`src/rtl/pipeline_ctrl.sv`:
```
// pipeline_ctrl: stall/flush/PC-select controller for a 5-stage RISC-V pipeline.
// Resolves load-use hazards, MEM-stage branches and slow data-memory accesses with a timeout.
module pipeline_ctrl #(
    parameter int CNT_W       = 16,
    parameter int MEM_TIMEOUT = 16
) (
    input  logic             clk,
    input  logic             reset,
    input  logic [4:0]       IF_ID_Rs1,
    input  logic [4:0]       IF_ID_Rs2,
    input  logic             ID_EX_MemRead,
    input  logic [4:0]       ID_EX_Rd,
    input  logic             EX_MEM_Branch,
    input  logic             EX_MEM_ALU_Zero,
    input  logic             EX_MEM_MemRead,
    input  logic             EX_MEM_MemWrite,
    input  logic             mem_ready,
    output logic             mem_req,
    output logic             PC_Write,
    output logic             IF_ID_Write,
    output logic             ID_EX_Write,
    output logic             EX_MEM_Write,
    output logic             MEM_WB_Write,
    output logic             IF_ID_Flush,
    output logic             ID_EX_Flush,
    output logic             EX_MEM_Flush,
    output logic             MEM_WB_Flush,
    output logic             PC_Src,
    output logic             mem_error,
    output logic [CNT_W-1:0] stall_count,
    output logic [CNT_W-1:0] flush_count
);

    localparam int                WAIT_W     = $clog2(MEM_TIMEOUT + 1);
    localparam logic [WAIT_W-1:0] WAIT_LIMIT = WAIT_W'(MEM_TIMEOUT);
    localparam logic [CNT_W-1:0]  CNT_MAX    = '1;

    typedef enum logic [1:0] {
        ST_RUN      = 2'd0,
        ST_MEM_WAIT = 2'd1,
        ST_ERROR    = 2'd2
    } state_t;

    state_t             r_state;
    state_t             w_state_next;
    logic [WAIT_W-1:0]  r_wait_cnt;
    logic [WAIT_W-1:0]  w_wait_next;
    logic [CNT_W-1:0]   r_stall_count;
    logic [CNT_W-1:0]   r_flush_count;

    logic w_mem_access;
    logic w_mem_stall;
    logic w_br_taken;
    logic w_lu_hazard;
    logic w_stall_evt;
    logic w_flush_evt;

    // Reset and ERROR both silence the memory request, so a stall can never be seen in either.
    assign w_mem_access = (EX_MEM_MemRead | EX_MEM_MemWrite) & ~reset & (r_state != ST_ERROR);
    assign w_mem_stall  = w_mem_access & ~mem_ready;
    assign w_br_taken   = EX_MEM_Branch & EX_MEM_ALU_Zero;
    assign w_lu_hazard  = ID_EX_MemRead & (ID_EX_Rd != 5'd0) &
                          ((ID_EX_Rd == IF_ID_Rs1) | (ID_EX_Rd == IF_ID_Rs2));

    assign mem_req     = w_mem_access;
    assign mem_error   = (r_state == ST_ERROR);
    assign stall_count = r_stall_count;
    assign flush_count = r_flush_count;

    always_comb begin
        // NOTE: every signal driven here gets a default first, so no path can infer a latch.
        PC_Write     = 1'b1;
        IF_ID_Write  = 1'b1;
        ID_EX_Write  = 1'b1;
        EX_MEM_Write = 1'b1;
        MEM_WB_Write = 1'b1;
        IF_ID_Flush  = 1'b0;
        ID_EX_Flush  = 1'b0;
        EX_MEM_Flush = 1'b0;
        MEM_WB_Flush = 1'b0;
        PC_Src       = 1'b0;
        w_stall_evt  = 1'b0;
        w_flush_evt  = 1'b0;

        if (reset || (r_state == ST_ERROR)) begin
            PC_Write     = 1'b0;
            IF_ID_Write  = 1'b0;
            ID_EX_Write  = 1'b0;
            EX_MEM_Write = 1'b0;
            MEM_WB_Write = 1'b0;
        end else if (w_mem_stall) begin
            // Freeze everything up to MEM and drain a bubble into WB.
            PC_Write     = 1'b0;
            IF_ID_Write  = 1'b0;
            ID_EX_Write  = 1'b0;
            EX_MEM_Write = 1'b0;
            MEM_WB_Flush = 1'b1;
            w_stall_evt  = 1'b1;
        end else if (w_br_taken) begin
            PC_Src       = 1'b1;
            IF_ID_Flush  = 1'b1;
            ID_EX_Flush  = 1'b1;
            EX_MEM_Flush = 1'b1;
            w_flush_evt  = 1'b1;
        end else if (w_lu_hazard) begin
            PC_Write     = 1'b0;
            IF_ID_Write  = 1'b0;
            ID_EX_Flush  = 1'b1;
            w_stall_evt  = 1'b1;
        end
    end

    always_comb begin
        w_state_next = r_state;
        w_wait_next  = r_wait_cnt;
        case (r_state)
            ST_RUN, ST_MEM_WAIT: begin
                if (w_mem_stall) begin
                    w_wait_next  = r_wait_cnt + WAIT_W'(1);
                    w_state_next = (w_wait_next == WAIT_LIMIT) ? ST_ERROR : ST_MEM_WAIT;
                end else begin
                    w_wait_next  = '0;
                    w_state_next = ST_RUN;
                end
            end
            ST_ERROR: w_state_next = ST_ERROR;
            default: begin
                w_state_next = ST_RUN;
                w_wait_next  = '0;
            end
        endcase
    end

    always_ff @(posedge clk) begin
        // NOTE: sequential state uses non-blocking assignments so every register samples pre-edge values.
        if (reset) begin
            r_state       <= ST_RUN;
            r_wait_cnt    <= '0;
            r_stall_count <= '0;
            r_flush_count <= '0;
        end else begin
            r_state    <= w_state_next;
            r_wait_cnt <= w_wait_next;
            if (w_stall_evt && (r_stall_count != CNT_MAX)) begin
                r_stall_count <= r_stall_count + CNT_W'(1);
            end
            if (w_flush_evt && (r_flush_count != CNT_MAX)) begin
                r_flush_count <= r_flush_count + CNT_W'(1);
            end
        end
    end

endmodule

```
`config.mk`:
```
export PLATFORM = sky130hd
export DESIGN_NAME = pipeline_ctrl
export DESIGN_NICKNAME = d
export VERILOG_FILES = /design/src/rtl/pipeline_ctrl.sv
export SDC_FILE = /design/constraint.sdc
export NUM_CORES = 1
export LEC_CHECK = 0
export ABC_AREA = 1
export ABC_CLOCK_PERIOD_IN_PS = 4700
export CORE_MARGIN = 8
export CORE_UTILIZATION = 52
export CTS_CLUSTER_SIZE = 10
export DETAILED_ROUTE_END_ITERATION = 16
export GPL_TIMING_DRIVEN = 0
export HOLD_SLACK_MARGIN = 0.03
export PLACE_DENSITY_LB_ADDON = 0.2
export SYNTH_ARGS = -nofsm -noshare
export SYNTH_HDL_FRONTEND = slang
export SYNTH_SLANG_ARGS = --single-unit
```
`constraint.sdc`:
```
create_clock -name clk -period 4.7 [get_ports clk]
set_input_delay 0.94 -clock clk [delete_from_list [all_inputs] [get_ports clk]]
set_output_delay 0.94 -clock clk [all_outputs]
set_load 0.02 [all_outputs]
```
# Yosys cells after proc, flatten, opt, wreduce, memory -nomap -nowiden
# Index checks and enable logic that the tools add are counted.
dict set report classes {
  add_sub_neg 3
  reduce_logical 6
  muxes 24
  eq_ne 8
  bitwise 10
}
# cell count
set op_table {}
lappend op_table {{$add A16 B1 Y16 const B} 2}
lappend op_table {{$ne A16 B16 Y1 const B} 2}
lappend op_table {{$mux W1} 19}
lappend op_table {{$eq A5 B5 Y1} 2}
lappend op_table {{$pmux W5 S2} 1}
lappend op_table {{$and A1 B1 Y1} 6}
lappend op_table {{$add A5 B1 Y5 const B} 1}
lappend op_table {{$eq A5 B5 Y1 const B} 1}
lappend op_table {{$mux W5} 1}
lappend op_table {{$reduce_bool A5 Y1} 1}
lappend op_table {{$mux W2} 2}
lappend op_table {{$pmux W2 S2} 1}
lappend op_table {{$eq A2 B1 Y1 const B} 1}
lappend op_table {{$eq A2 B2 Y1 const B} 1}
lappend op_table {{$logic_and A1 B1 Y1} 2}
lappend op_table {{$logic_not A2 Y1} 1}
lappend op_table {{$ne A2 B2 Y1 const B} 1}
lappend op_table {{$not A1 Y1} 2}
lappend op_table {{$or A1 B1 Y1} 2}
lappend op_table {{$reduce_or A2 Y1} 1}
lappend op_table {{$logic_or A1 B1 Y1} 1}
dict set report totals {
  reg_bits 39
  input_bits 23
  elab_cells 55
  output_inout_bits 44
}

# Longest topological paths before layout
dict set report logic_depth {
  ltp_word 8
  mapped_depth 13
  depth_no_buf 13
}

# Least setup slack after synthesis
# Ideal clock, no wire load.
dict set report synth_timing {
  path_kind {input-to-output}
  start {input port reset}
  end {output port mem_req}
  path_buffers 2
  arrival_time_ns 2.120
  setup_slack_ns 1.640
  required_time_ns 3.760
  cell_stages 5
  cell_sequence {nor2_2 > buf_2 > buf_1 > inv_1 > nor2_1}
}
dict set report synth_between {
  elab_chain_cells 3
}
# element line_no
set synth_lines {}
lappend synth_lines {{from (decl)} 8} ;# input logic reset,
lappend synth_lines {{$not A1 Y1} 59} ;# assign w_mem_access = (EX_MEM_MemRead | EX_MEM_MemWrite) & ~reset & (r_state != ST_ERROR);
lappend synth_lines {{$and A1 B1 Y1 (2 in series)} 59}
lappend synth_lines {{to (decl)} 18} ;# output logic mem_req,
# Every way passes these cells.

# Worst setup path in the final report
# Ends and elaborated chain as after synthesis.

==> impl_metrics.tcl <==
set metrics [dict create \
    io_pins 67 \
    ir_drop_mv 0.136 \
    drt_iter0_drc 113 \
    cts_max_path_buffers 2 \
    antennaDiodeCount 0 \
    htree_num_levels 2 \
    cpMaxStageDelayCell "clkdlybuf4s50_1" \
    drc_errors 0 \
    area_growth_pct 34.3 \
    cts_tree "done" \
    grt_use_total 0.180 \
    clkLatencyLatePin_ns 0.30 \
    first_pass_iters 4 \
    routed_wl_microns 6330 \
    die_h_microns 85.0 \
    criticalPathCategory "primary input to output port" \
    synth.largest_area_cell "dfxtp_1" \
    ff_latch_area_sq_um 781 \
    min_path_type "flip-flop to flip-flop" \
    timing.fmax_mhz 234 \
    hold_violations 0 \
    synth-edff-count 0 \
    cp_cell_sequence "clkdlybuf4s50_1 > nor2_2 > buf_2 > buf_1 > inv_1 > nor2_1 > clkdlybuf4s50_1" \
    hpwl_microns 4900 \
    numCtsBuffers 5 \
    cts.clk_slew.worst_paths_ns 0.08 \
    final_util 0.714 \
    rows 25 \
    core_area_sq_um 4660 \
    yosys_register_bits 39 \
    fin_crit_ns 4.28 \
    r2r-start "stall_count[0]" \
    grt_pass1_wl_microns 11000 \
    ys_seq_area_frac 0.315 \
    synth_commonest_cells "nand2_1, inv_1, nor2_1, dfxtp_1, nand3_1" \
    cts.sinks 39 \
    final.period_utilization 0.910 \
    crit_family "buffers and inverters" \
    antenna_found_initial 0 \
    viasPerCell 4.99 \
    required_ns 3.76 \
    synth_top_area_share 0.315 \
    synth_fp_nets 415 \
    io_buffers 66 \
    grt_max_degree 14 \
    cp.arrival_ns 3.34 \
    instances_no_fill 517 \
    endpoint "mem_req" \
    ctsRootBufferMaster "clkbuf_8" \
    yosysUniqueCellTypes 34 \
    critPathCaptureType "output port" \
    power.leakage_nw 1.48 \
    worst_path_largest_cell_delay_ns 0.61 \
    grt_pass1_vias 2579 \
    async_flop_share 0 \
    cts_resized 0 \
    finClkSkew_ns 0.00970 \
    tns_ns 0 \
    multi_input_area_sq_um 1360 \
    dieArea_sq_um 7230 \
    initial_core_util 0.532 \
    drive_above_1_share 0.0734 \
    relSlewSlack 0.664 \
    gp_congestion 0.888 \
    post_drt_wl_per_cell_microns 12.3 \
    nFillCells 401 \
    drv_cap 0 \
    status "finished clean" \
    die_w_microns 85.0 \
    syn_inst 389 \
    worstMarginPinSlew_ns 0.504 \
    grt-ovfl-total 0 \
    worst_r2r_path_depth 11 \
    rrSetupSlack_ns 2.80 \
    finalNetCount 488 \
    grt_setup_unrepaired "no" \
    antenna_left 0 \
    syn_area_sq_um 2480 \
    critical_path.most_common_cell "clkdlybuf4s50_1" \
    place_inst 509 \
    final_max_slew_viol_count 0 \
    holdWs_ns 0.501 \
    post-synth-top-count-cell "nand2_1" \
    synthFlopType "dfxtp_1" \
    finalPower_mw 0.773 \
    cp-start-kind "primary input" \
    ctsHoldBuffers 0 \
    power-per-cell-area_nw_per_um2 232 \
    setup_viol 0 \
    vias 2580 \
    synth.avg_cell_area_sq_um 6.37 \
    yosys_warnings 0 \
    crit_cells 7 \
    cp_max_fo 10 \
    r2r_end "stall_count[8]" \
    path_buf_inv 5 \
    post-cts-setup-buffers 0 \
    setup.worst_path.start "reset" \
    synth_area_leaders "dfxtp_1, nand2_1, inv_1" \
]
## where the power goes
part / switching [mW] / internal, mW / total, mW / leakage, nW
clock network: 0.127 / 0.175 / 0.302 / 0.0618
registers: 0.00836 / 0.337 / 0.346 / 0.316
logic: 0.0666 / 0.0587 / 0.125 / 1.10
## routing by layer
layer | part of all wire | GRT usage | vias to the layer above
li1 | - | - | 1357
met1 | 0.44 | 0.198 | 1155
met2 | 0.50 | 0.320 | 60
met3 | 0.049 | 0.0512 | 8
met4 | 0.0098 | 0.0631 | 0
met5 | 0 | 0 | -
## placed cells by master, fill, tap and decap left out, types with 8 or more instances in the layout
cell / instances
xnor2_1: 8
xor2_1: 9
nor2_1: 52
nand3_1: 25
o21ai_0: 8
nand2_1: 101
dfxtp_1: 39
a21oi_1: 16
clkdlybuf4s50_1: 66
inv_1: 64
nand4_1: 12
nor3_1: 11
## area by class of cell
cell class / count / share of cell area
inverters: 68 / 0.0767
multi-input cells: 270 / 0.409
clock inverters: 2 / 0.0117
well taps: 54 / 0.0203
flip-flops and latches: 39 / 0.235
plain buffers: 12 / 0.0244
repair buffers: 66 / 0.199
clock buffers: 6 / 0.0248
## worst reg2reg max path, stage by stage (launching register included)
cell,delay [ns]
dfxtp_1,0.39
ha_1,0.20
nand2_1,0.06
inv_1,0.08
nand2_1,0.11
nor2_2,0.21
nand4_1,0.22
nand3_2,0.21
buf_6,0.16
nand2_1,0.05
nand2_1,0.05
nor2_1,0.04
## logic make-up after synthesis
kind of cell,after synthesis,share of synthesized area
AO/OA/AOI/OAI,33,0.0758
XOR/XNOR,17,0.0601
adder cells (fa/ha/maj),3,0.0152
flip-flops,39,0.315
AND/OR/NAND/NOR,217,0.398
buffers and inverters,80,0.136
## how the worst min path moves through the flow
stage               cells past startpoint        endpoint      startpoint
floorplan                               2   r_wait_cnt[2]   r_wait_cnt[2]
global placement                        1  flush_count[9]  flush_count[9]
detailed placement                      1  flush_count[9]  flush_count[9]
CTS                                     1  flush_count[9]  flush_count[9]
global route                            1  flush_count[9]  flush_count[9]
finish                                  1  flush_count[9]  flush_count[9]
## sequential cells by signal (all words and copies together) (netlist names)
signal and count:
flush_count 16, r_state 2, r_wait_cnt 5, stall_count 16
## through the flow
stage          worst slack [ns]  cell area [sq um]
5_1_grt                   0.280               3330
4_1_cts                   0.447               3330
3_5_place_dp              0.439               3210
2_1_floorplan              1.64               2480
3_3_place_gp              0.450               3210
6_report                  0.423               3330
Note: power is estimated with default switching activity, not from simulation.
